[config.mk]
export PLATFORM = sky130hd
export DESIGN_NAME = lutram_request_controller
export DESIGN_NICKNAME = d
export VERILOG_FILES = /design/src/rtl/lutram_request_controller_pkg.sv /design/src/rtl/lutram_response_fifo.sv /design/src/rtl/lutram_request_controller.sv
export SDC_FILE = /design/constraint.sdc
export NUM_CORES = 1
export LEC_CHECK = 0
export BUFFER_PORTS_ARGS = -buffer_cell sky130_fd_sc_hd__buf_2
export CAP_MARGIN = 20
export CORE_ASPECT_RATIO = 1.4
export CORE_MARGIN = 2
export CORE_UTILIZATION = 50
export DETAILED_ROUTE_END_ITERATION = 7
export HOLD_SLACK_MARGIN = 0.06
export PLACE_DENSITY = 0.86
export SKIP_CTS_REPAIR_TIMING = 1
export SYNTH_ARGS = -nofsm -noshare
export SYNTH_HDL_FRONTEND = slang
export SYNTH_SLANG_ARGS = --single-unit
[constraint.sdc]
create_clock -name clk_in -period 1.9 [get_ports clk_in]
set_clock_uncertainty 0.05 [all_clocks]
set_input_delay 0 -clock clk_in [delete_from_list [all_inputs] [get_ports clk_in]]
set_output_delay 0 -clock clk_in [all_outputs]
set_load 0.02 [all_outputs]
[src/rtl/lutram_request_controller_pkg.sv]
// Shared definitions for the distributed-RAM request controller: FSM state encodings.
`ifndef BYTE_LEN_IN_BITS
`define BYTE_LEN_IN_BITS 8
`endif

package lutram_request_controller_pkg;

    typedef enum logic [0:0] {
        STATE_INIT = 1'b0,
        STATE_RUN  = 1'b1
    } ctrl_state_e;

endpackage

[src/rtl/lutram_response_fifo.sv]
// Circular response buffer with occupancy count; head entry is presented while count is non-zero.
module lutram_response_fifo #(
    parameter int WIDTH = 65,
    parameter int DEPTH = 4,
    localparam int PTR_W = $clog2(DEPTH),
    localparam int CNT_W = PTR_W + 1
) (
    input  logic             clk,
    input  logic             rst_n,
    input  logic             srst,
    input  logic             push,
    input  logic [WIDTH-1:0] push_data,
    input  logic             pop_ready,
    output logic             valid,
    output logic [WIDTH-1:0] data,
    output logic [CNT_W-1:0] count
);

    logic [WIDTH-1:0] mem_r [DEPTH];
    logic [PTR_W-1:0] wr_ptr_r;
    logic [PTR_W-1:0] rd_ptr_r;
    logic [CNT_W-1:0] count_r;
    logic             valid_s;
    logic             pop_s;

    assign valid_s = (count_r != {CNT_W{1'b0}});
    assign pop_s   = valid_s & pop_ready;

    // Storage, pointers and occupancy; pointers wrap naturally at DEPTH (power of two).
    always_ff @(posedge clk or negedge rst_n) begin
        if (!rst_n) begin
            for (int i = 0; i < DEPTH; i++) begin
                mem_r[i] <= {WIDTH{1'b0}};
            end
            wr_ptr_r <= {PTR_W{1'b0}};
            rd_ptr_r <= {PTR_W{1'b0}};
            count_r  <= {CNT_W{1'b0}};
        end else if (srst) begin
            wr_ptr_r <= {PTR_W{1'b0}};
            rd_ptr_r <= {PTR_W{1'b0}};
            count_r  <= {CNT_W{1'b0}};
        end else begin
            if (push) begin
                mem_r[wr_ptr_r] <= push_data;
                wr_ptr_r        <= wr_ptr_r + PTR_W'(1);
            end
            if (pop_s) begin
                rd_ptr_r <= rd_ptr_r + PTR_W'(1);
            end
            case ({push, pop_s})
                2'b10:   count_r <= count_r + CNT_W'(1);
                2'b01:   count_r <= count_r - CNT_W'(1);
                default: count_r <= count_r;
            endcase
        end
    end

    assign valid = valid_s;
    assign data  = mem_r[rd_ptr_r];
    assign count = count_r;

endmodule

[src/rtl/lutram_request_controller.sv]
// Initiator front end for the dual-port distributed RAM: zero-fills every set after reset,
// then forwards byte-masked writes and credit-limited reads, buffering read data in order.
`ifndef BYTE_LEN_IN_BITS
`define BYTE_LEN_IN_BITS 8
`endif

module lutram_request_controller
    import lutram_request_controller_pkg::*;
#(
    parameter int SINGLE_ENTRY_WIDTH_IN_BITS = 64,
    parameter int NUM_SET                    = 64,
    parameter int SET_PTR_WIDTH_IN_BITS      = $clog2(NUM_SET) + 1,
    parameter int WRITE_MASK_LEN             = SINGLE_ENTRY_WIDTH_IN_BITS / `BYTE_LEN_IN_BITS,
    parameter int RSP_BUFFER_DEPTH           = 4
) (
    input  logic                                  clk_in,
    input  logic                                  reset_n_in,
    input  logic                                  req_valid_in,
    output logic                                  req_ready_out,
    input  logic                                  req_is_write_in,
    input  logic [SET_PTR_WIDTH_IN_BITS-1:0]      req_set_addr_in,
    input  logic [WRITE_MASK_LEN-1:0]             req_byte_en_in,
    input  logic [SINGLE_ENTRY_WIDTH_IN_BITS-1:0] req_data_in,
    output logic                                  rsp_valid_out,
    input  logic                                  rsp_ready_in,
    output logic [SINGLE_ENTRY_WIDTH_IN_BITS-1:0] rsp_data_out,
    output logic                                  rsp_hit_out,
    output logic                                  init_done_out,
    output logic                                  mem_write_access_en_out,
    output logic [WRITE_MASK_LEN-1:0]             mem_write_en_out,
    output logic [SET_PTR_WIDTH_IN_BITS-1:0]      mem_write_set_addr_out,
    output logic [SINGLE_ENTRY_WIDTH_IN_BITS-1:0] mem_write_data_out,
    output logic                                  mem_read_access_en_out,
    output logic [SET_PTR_WIDTH_IN_BITS-1:0]      mem_read_set_addr_out,
    input  logic [SINGLE_ENTRY_WIDTH_IN_BITS-1:0] mem_read_data_in,
    input  logic                                  mem_read_valid_in
);

    localparam int FIFO_WIDTH = SINGLE_ENTRY_WIDTH_IN_BITS + 1;
    localparam int FIFO_CNT_W = $clog2(RSP_BUFFER_DEPTH) + 1;
    localparam logic [SET_PTR_WIDTH_IN_BITS-1:0] LAST_SET = SET_PTR_WIDTH_IN_BITS'(NUM_SET - 1);
    localparam logic [FIFO_CNT_W:0] CREDIT_LIMIT = RSP_BUFFER_DEPTH[FIFO_CNT_W:0];

    ctrl_state_e                        state_r;
    ctrl_state_e                        state_next_s;
    logic [SET_PTR_WIDTH_IN_BITS-1:0]   init_cnt_r;
    logic [SET_PTR_WIDTH_IN_BITS-1:0]   init_cnt_next_s;
    logic                               read_pending_r;
    logic                               read_pending_next_s;

    logic                               req_ready_s;
    logic                               accept_s;
    logic                               credit_ok_s;
    logic [FIFO_CNT_W:0]                outstanding_s;
    logic                               wr_access_en_s;
    logic [WRITE_MASK_LEN-1:0]          wr_en_s;
    logic [SET_PTR_WIDTH_IN_BITS-1:0]   wr_addr_s;
    logic [SINGLE_ENTRY_WIDTH_IN_BITS-1:0] wr_data_s;
    logic                               rd_access_en_s;
    logic [SET_PTR_WIDTH_IN_BITS-1:0]   rd_addr_s;

    logic                               fifo_valid_s;
    logic [FIFO_WIDTH-1:0]              fifo_data_s;
    logic [FIFO_CNT_W-1:0]              fifo_count_s;

    // Read credits come from registered state only, so rsp_ready_in never reaches req_ready_out.
    assign outstanding_s = {1'b0, fifo_count_s} + {{FIFO_CNT_W{1'b0}}, read_pending_r};
    assign credit_ok_s   = (outstanding_s < CREDIT_LIMIT);
    assign accept_s      = req_valid_in & req_ready_s;

    // FSM state, zero-fill counter and the one-cycle read-in-flight flag.
    always_ff @(posedge clk_in or negedge reset_n_in) begin
        if (!reset_n_in) begin
            state_r        <= STATE_INIT;
            init_cnt_r     <= {SET_PTR_WIDTH_IN_BITS{1'b0}};
            read_pending_r <= 1'b0;
        end else begin
            state_r        <= state_next_s;
            init_cnt_r     <= init_cnt_next_s;
            read_pending_r <= read_pending_next_s;
        end
    end

    // Next-state and memory-port decode. The zero-fill enables are gated by reset_n_in so the
    // write port is quiet while reset is held.
    always_comb begin
        state_next_s        = state_r;
        init_cnt_next_s     = init_cnt_r;
        read_pending_next_s = 1'b0;
        req_ready_s         = 1'b0;
        wr_access_en_s      = 1'b0;
        wr_en_s             = {WRITE_MASK_LEN{1'b0}};
        wr_addr_s           = {SET_PTR_WIDTH_IN_BITS{1'b0}};
        wr_data_s           = {SINGLE_ENTRY_WIDTH_IN_BITS{1'b0}};
        rd_access_en_s      = 1'b0;
        rd_addr_s           = {SET_PTR_WIDTH_IN_BITS{1'b0}};
        case (state_r)
            STATE_INIT: begin
                wr_access_en_s  = reset_n_in;
                wr_en_s         = {WRITE_MASK_LEN{reset_n_in}};
                wr_addr_s       = init_cnt_r;
                init_cnt_next_s = init_cnt_r + SET_PTR_WIDTH_IN_BITS'(1);
                if (init_cnt_r == LAST_SET) begin
                    state_next_s = STATE_RUN;
                end else begin
                    state_next_s = STATE_INIT;
                end
            end
            STATE_RUN: begin
                req_ready_s = req_is_write_in | credit_ok_s;
                if (accept_s && req_is_write_in) begin
                    wr_access_en_s = 1'b1;
                    wr_en_s        = req_byte_en_in;
                    wr_addr_s      = req_set_addr_in;
                    wr_data_s      = req_data_in;
                end else if (accept_s) begin
                    rd_access_en_s      = 1'b1;
                    rd_addr_s           = req_set_addr_in;
                    read_pending_next_s = 1'b1;
                end else begin
                    read_pending_next_s = 1'b0;
                end
            end
            default: begin
                state_next_s = STATE_INIT;
            end
        endcase
    end

    lutram_response_fifo #(
        .WIDTH (FIFO_WIDTH),
        .DEPTH (RSP_BUFFER_DEPTH)
    ) u_rsp_fifo (
        .clk       (clk_in),
        .rst_n     (reset_n_in),
        .srst      (1'b0),
        .push      (read_pending_r),
        .push_data ({mem_read_data_in, mem_read_valid_in}),
        .pop_ready (rsp_ready_in),
        .valid     (fifo_valid_s),
        .data      (fifo_data_s),
        .count     (fifo_count_s)
    );

    assign req_ready_out           = req_ready_s;
    assign init_done_out           = (state_r == STATE_RUN);
    assign mem_write_access_en_out = wr_access_en_s;
    assign mem_write_en_out        = wr_en_s;
    assign mem_write_set_addr_out  = wr_addr_s;
    assign mem_write_data_out      = wr_data_s;
    assign mem_read_access_en_out  = rd_access_en_s;
    assign mem_read_set_addr_out   = rd_addr_s;
    assign rsp_valid_out           = fifo_valid_s;
    assign rsp_data_out            = fifo_data_s[FIFO_WIDTH-1:1];
    assign rsp_hit_out             = fifo_data_s[0];

endmodule
==> run_results.csv <==
group,metric,value,unit
finish,area_growth,33.5,%
critical_path,cp_num_buf_inv,3,
synth,post_synth.cell_area_avg,15.9,um2
synth,synth_nets,959,
global_route,first_global_vias,8517,
critical_path,cp-start-kind,"flop",
sta,min_period_over_period,1.08,
clock_network,cts.clk_slew.worst_paths,0.07,ns
critical_path,worst_ep_arrival_time,2.00,ns
critical_path,cp-end-kind,"primary output",
sta,final_max_slew_viol_count,0,
synth,yosys-top-cells-area,"dfrtp_1 54%, mux2_2 23%, mux4_2 11%",
placement,place_congestion,0.972,
power,p_total,0.0191,W
global_route,antenna_found_initial,4,
critical_path,cp_slowest_cell,"mux4_2",
routing,drt_first_iter_violations,372,
sta,fmax,489,MHz
hold_path,min_from,"req_is_write_in",
sta,rsz0062_at_grt,"true",
routing,avgViaCountPerCell,5.53,
floorplan,fp.dieH,193,um
critical_path,worst_r2r_startpoint,"u_rsp_fifo.count[0]",
power,p_leak,7.86,nW
sta,fin_ws,-0.147,ns
finish,drive_above_1_share,0.603,
critical_path,path_class,"flop to primary output",
power,peakVddDrop,0.979,mV
power,p_per_area,1120,nW/um2
clock_network,clockBufferDepth,3,
critical_path,r2r_cells,7,
routing,wl_per_cell,21.8,um
clock_network,cts-buffers-inserted,27,
sta,slew_headroom,0.528,
hold_path,hold_path_class,"primary input to flop",
synth,yosysWarnings,0,
global_route,grt_pass1_wl,45800,um
floorplan,die_width,139,um
run_status,violations,"negative setup slack",
routing,ant_nets,0,
floorplan,core,25200,um2
floorplan,die-area,26800,um2
synth,synth_cell_types,32,
finish,nets,1351,
synth,yosysSeqAreaShare,0.542,
sta,tightest_slew,0.707,ns
synth,synth_seq_cells,276,
synth,synth_top_area_frac,0.542,
synth,synth_area,12700,um2
routing,first_pass_iters,4,
routing,wl,33500,um
clock_network,cts.sinks,276,
global_route,grt_max_degree,133,
routing,vias,8484,
critical_path,rrSetupSlack,0.16,ns
synth,synth_top_area_cell,"dfrtp_1",
sta,fin_tns_setup,-7.63,ns
clock_network,cts-htree-levels,1,
critical_path,cp_max_fo,5,
routing,drc_errors,0,
synth,synthCells,803,
floorplan,start_util,0.506,
clock_network,clock_latency,0.52,ns
critical_path,timing.rr.end,"u_rsp_fifo.count[2]",
critical_path,crit_chain,"buf_8 > clkbuf_16 > mux4_2 > buf_6",
global_route,track_usage,0.215,
sta,hold_viol_final,0,
clock_network,cts-root-buf,"clkbuf_16",
hold_path,whs_path_depth,4,
placement,port_buffers,304,
critical_path,path_delay_family,"multiplexers",
hold_path,min_to,"read_pending_r",
floorplan,rows,69,
critical_path,startpoint,"u_rsp_fifo.rd_ptr_r[0]",
floorplan,num_io_pins,305,
flow_run,drv_cap,0,
sta,setup_viol,65,
global_route,overflow,0,
critical_path,worst_path_largest_cell_delay,0.52,ns
sta,period_needed,2.05,ns
placement,dp_slack,0.116,ns
run_status,outcome,"complete, but fails checks",
placement,hpwl,19900,um
critical_path,required,1.85,ns
clock_network,cts_tree,"done",
-- cells in the mapped netlist --
| library cell | count |
|---|---|
| dfrtp_1 | 276 |
| mux2_2 | 261 |
| and2_1 | 72 |
| mux4_2 | 65 |
| buf_6 | 21 |
| buf_2 | 12 |
| nand2_1 | 11 |
| clkbuf_1 | 10 |
| a21o_1 | 9 |
| inv_1 | 9 |
| buf_4 | 8 |
| xnor2_1 | 8 |
| ha_1 | 6 |
| a22o_1 | 4 |
| buf_12 | 4 |
| xor2_1 | 4 |
| nand3_1 | 3 |
| o21ai_0 | 3 |
| nand4_1 | 2 |
| nor2_1 | 2 |
| nor2b_1 | 2 |
| and3_1 | 1 |
| and4_1 | 1 |
| buf_1 | 1 |
| fa_1 | 1 |
| mux2i_1 | 1 |
| nand3b_1 | 1 |
| nor3_1 | 1 |
| o31a_1 | 1 |
| o31ai_1 | 1 |
| or2_2 | 1 |
| or3_1 | 1 |
-- worst min-delay path, cell delays in order --
cell and delay [ns]:
buf_2 0.14, nor2_2 0.06, and4_2 0.28, buf_4 0.14
-- where the power goes --
part / internal [W] / switching [W]
Sequential: 0.00623 / 0.000234
Clock: 0.00306 / 0.00223
Combinational: 0.00394 / 0.00340
-- metal layers --
layer	routed length (um)	vias up	global-route usage
li1	-	3708	-
met2	18400	283	0.393
met5	11	-	0
met1	12500	4426	0.257
met4	1150	2	0.0897
met3	1440	65	0.0280
-- flip-flops by register name, indices dropped and copies added (netlist names) --
name / count
init_done_out: 1
u_rsp_fifo.mem_r: 260
init_cnt_r: 7
u_rsp_fifo.wr_ptr_r: 2
u_rsp_fifo.rd_ptr_r: 2
read_pending_r: 1
u_rsp_fifo.count: 3
-- layout make-up --
type | count | area (um2)
Sequential cell | 276 | 6910
Timing Repair Buffer | 417 | 3380
Clock inverter | 9 | 114
Inverter | 9 | 33.8
Fill cell | 1639 | 8200
Clock buffer | 39 | 761
Antenna cell | 2 | 5.00
Tap cell | 319 | 399
Multi-Input combinational cell | 464 | 5400
-- worst max-delay path by stage --
stage / to / slack [ns] / depth (start not counted)
after floorplan: u_rsp_fifo.count[2] / 0.22 / 7
after global placement: u_rsp_fifo.count[2] / 0.15 / 7
after detailed placement: u_rsp_fifo.count[2] / 0.12 / 7
after CTS: rsp_data_out[57] / -0.19 / 3
after global routing: rsp_data_out[28] / -0.20 / 4
final: rsp_data_out[28] / -0.15 / 4
-- cell usage in the layout (no fill, tap or decap), types with 2 or more instances in the layout --
cell and count:
nand3_1 2, buf_12 20, buf_6 67, clkinv_2 4, dlygate4sd3_1 69, inv_1 9
nand2_1 7, buf_4 11, nand2_4 4, and2_1 70, bufinv_16 2, a21o_1 8
a22o_1 4, diode_2 2, xor2_1 4, clkbuf_8 4, ha_1 6, buf_8 3
dfrtp_2 2, buf_2 238, xnor2_1 8, clkbuf_1 8, and2_4 2, mux2_2 261
buf_16 2, mux4_2 65, nand4_1 2, clkbuf_16 33, clkinv_4 2, dfrtp_1 273
o21ai_0 3
-- stage by stage --
step / cells / hold slack [ns] / util / area (um2)
after floorplan: 803 / -0.346 / - / 12700
after global placement: 1393 / -0.154 / 0.580 / 14600
after detailed placement: 1393 / -0.149 / 0.580 / 14600
after CTS: 1441 / -0.701 / 0.615 / 15500
after global routing: 1535 / 0.0734 / 0.675 / 17000
final: 1535 / 0.0892 / 0.675 / 17000
-- cells by family after synthesis --
group	share of synthesized area
adders and majority gates	0.00746
buffers and inverters	0.0402
muxes	0.346
xor gates and xnor gates	0.00825
AOI/OAI and AO/OA	0.0105
DFF	0.542
and+or+nand+nor	0.0455
Power figures use the tool's default switching activity.
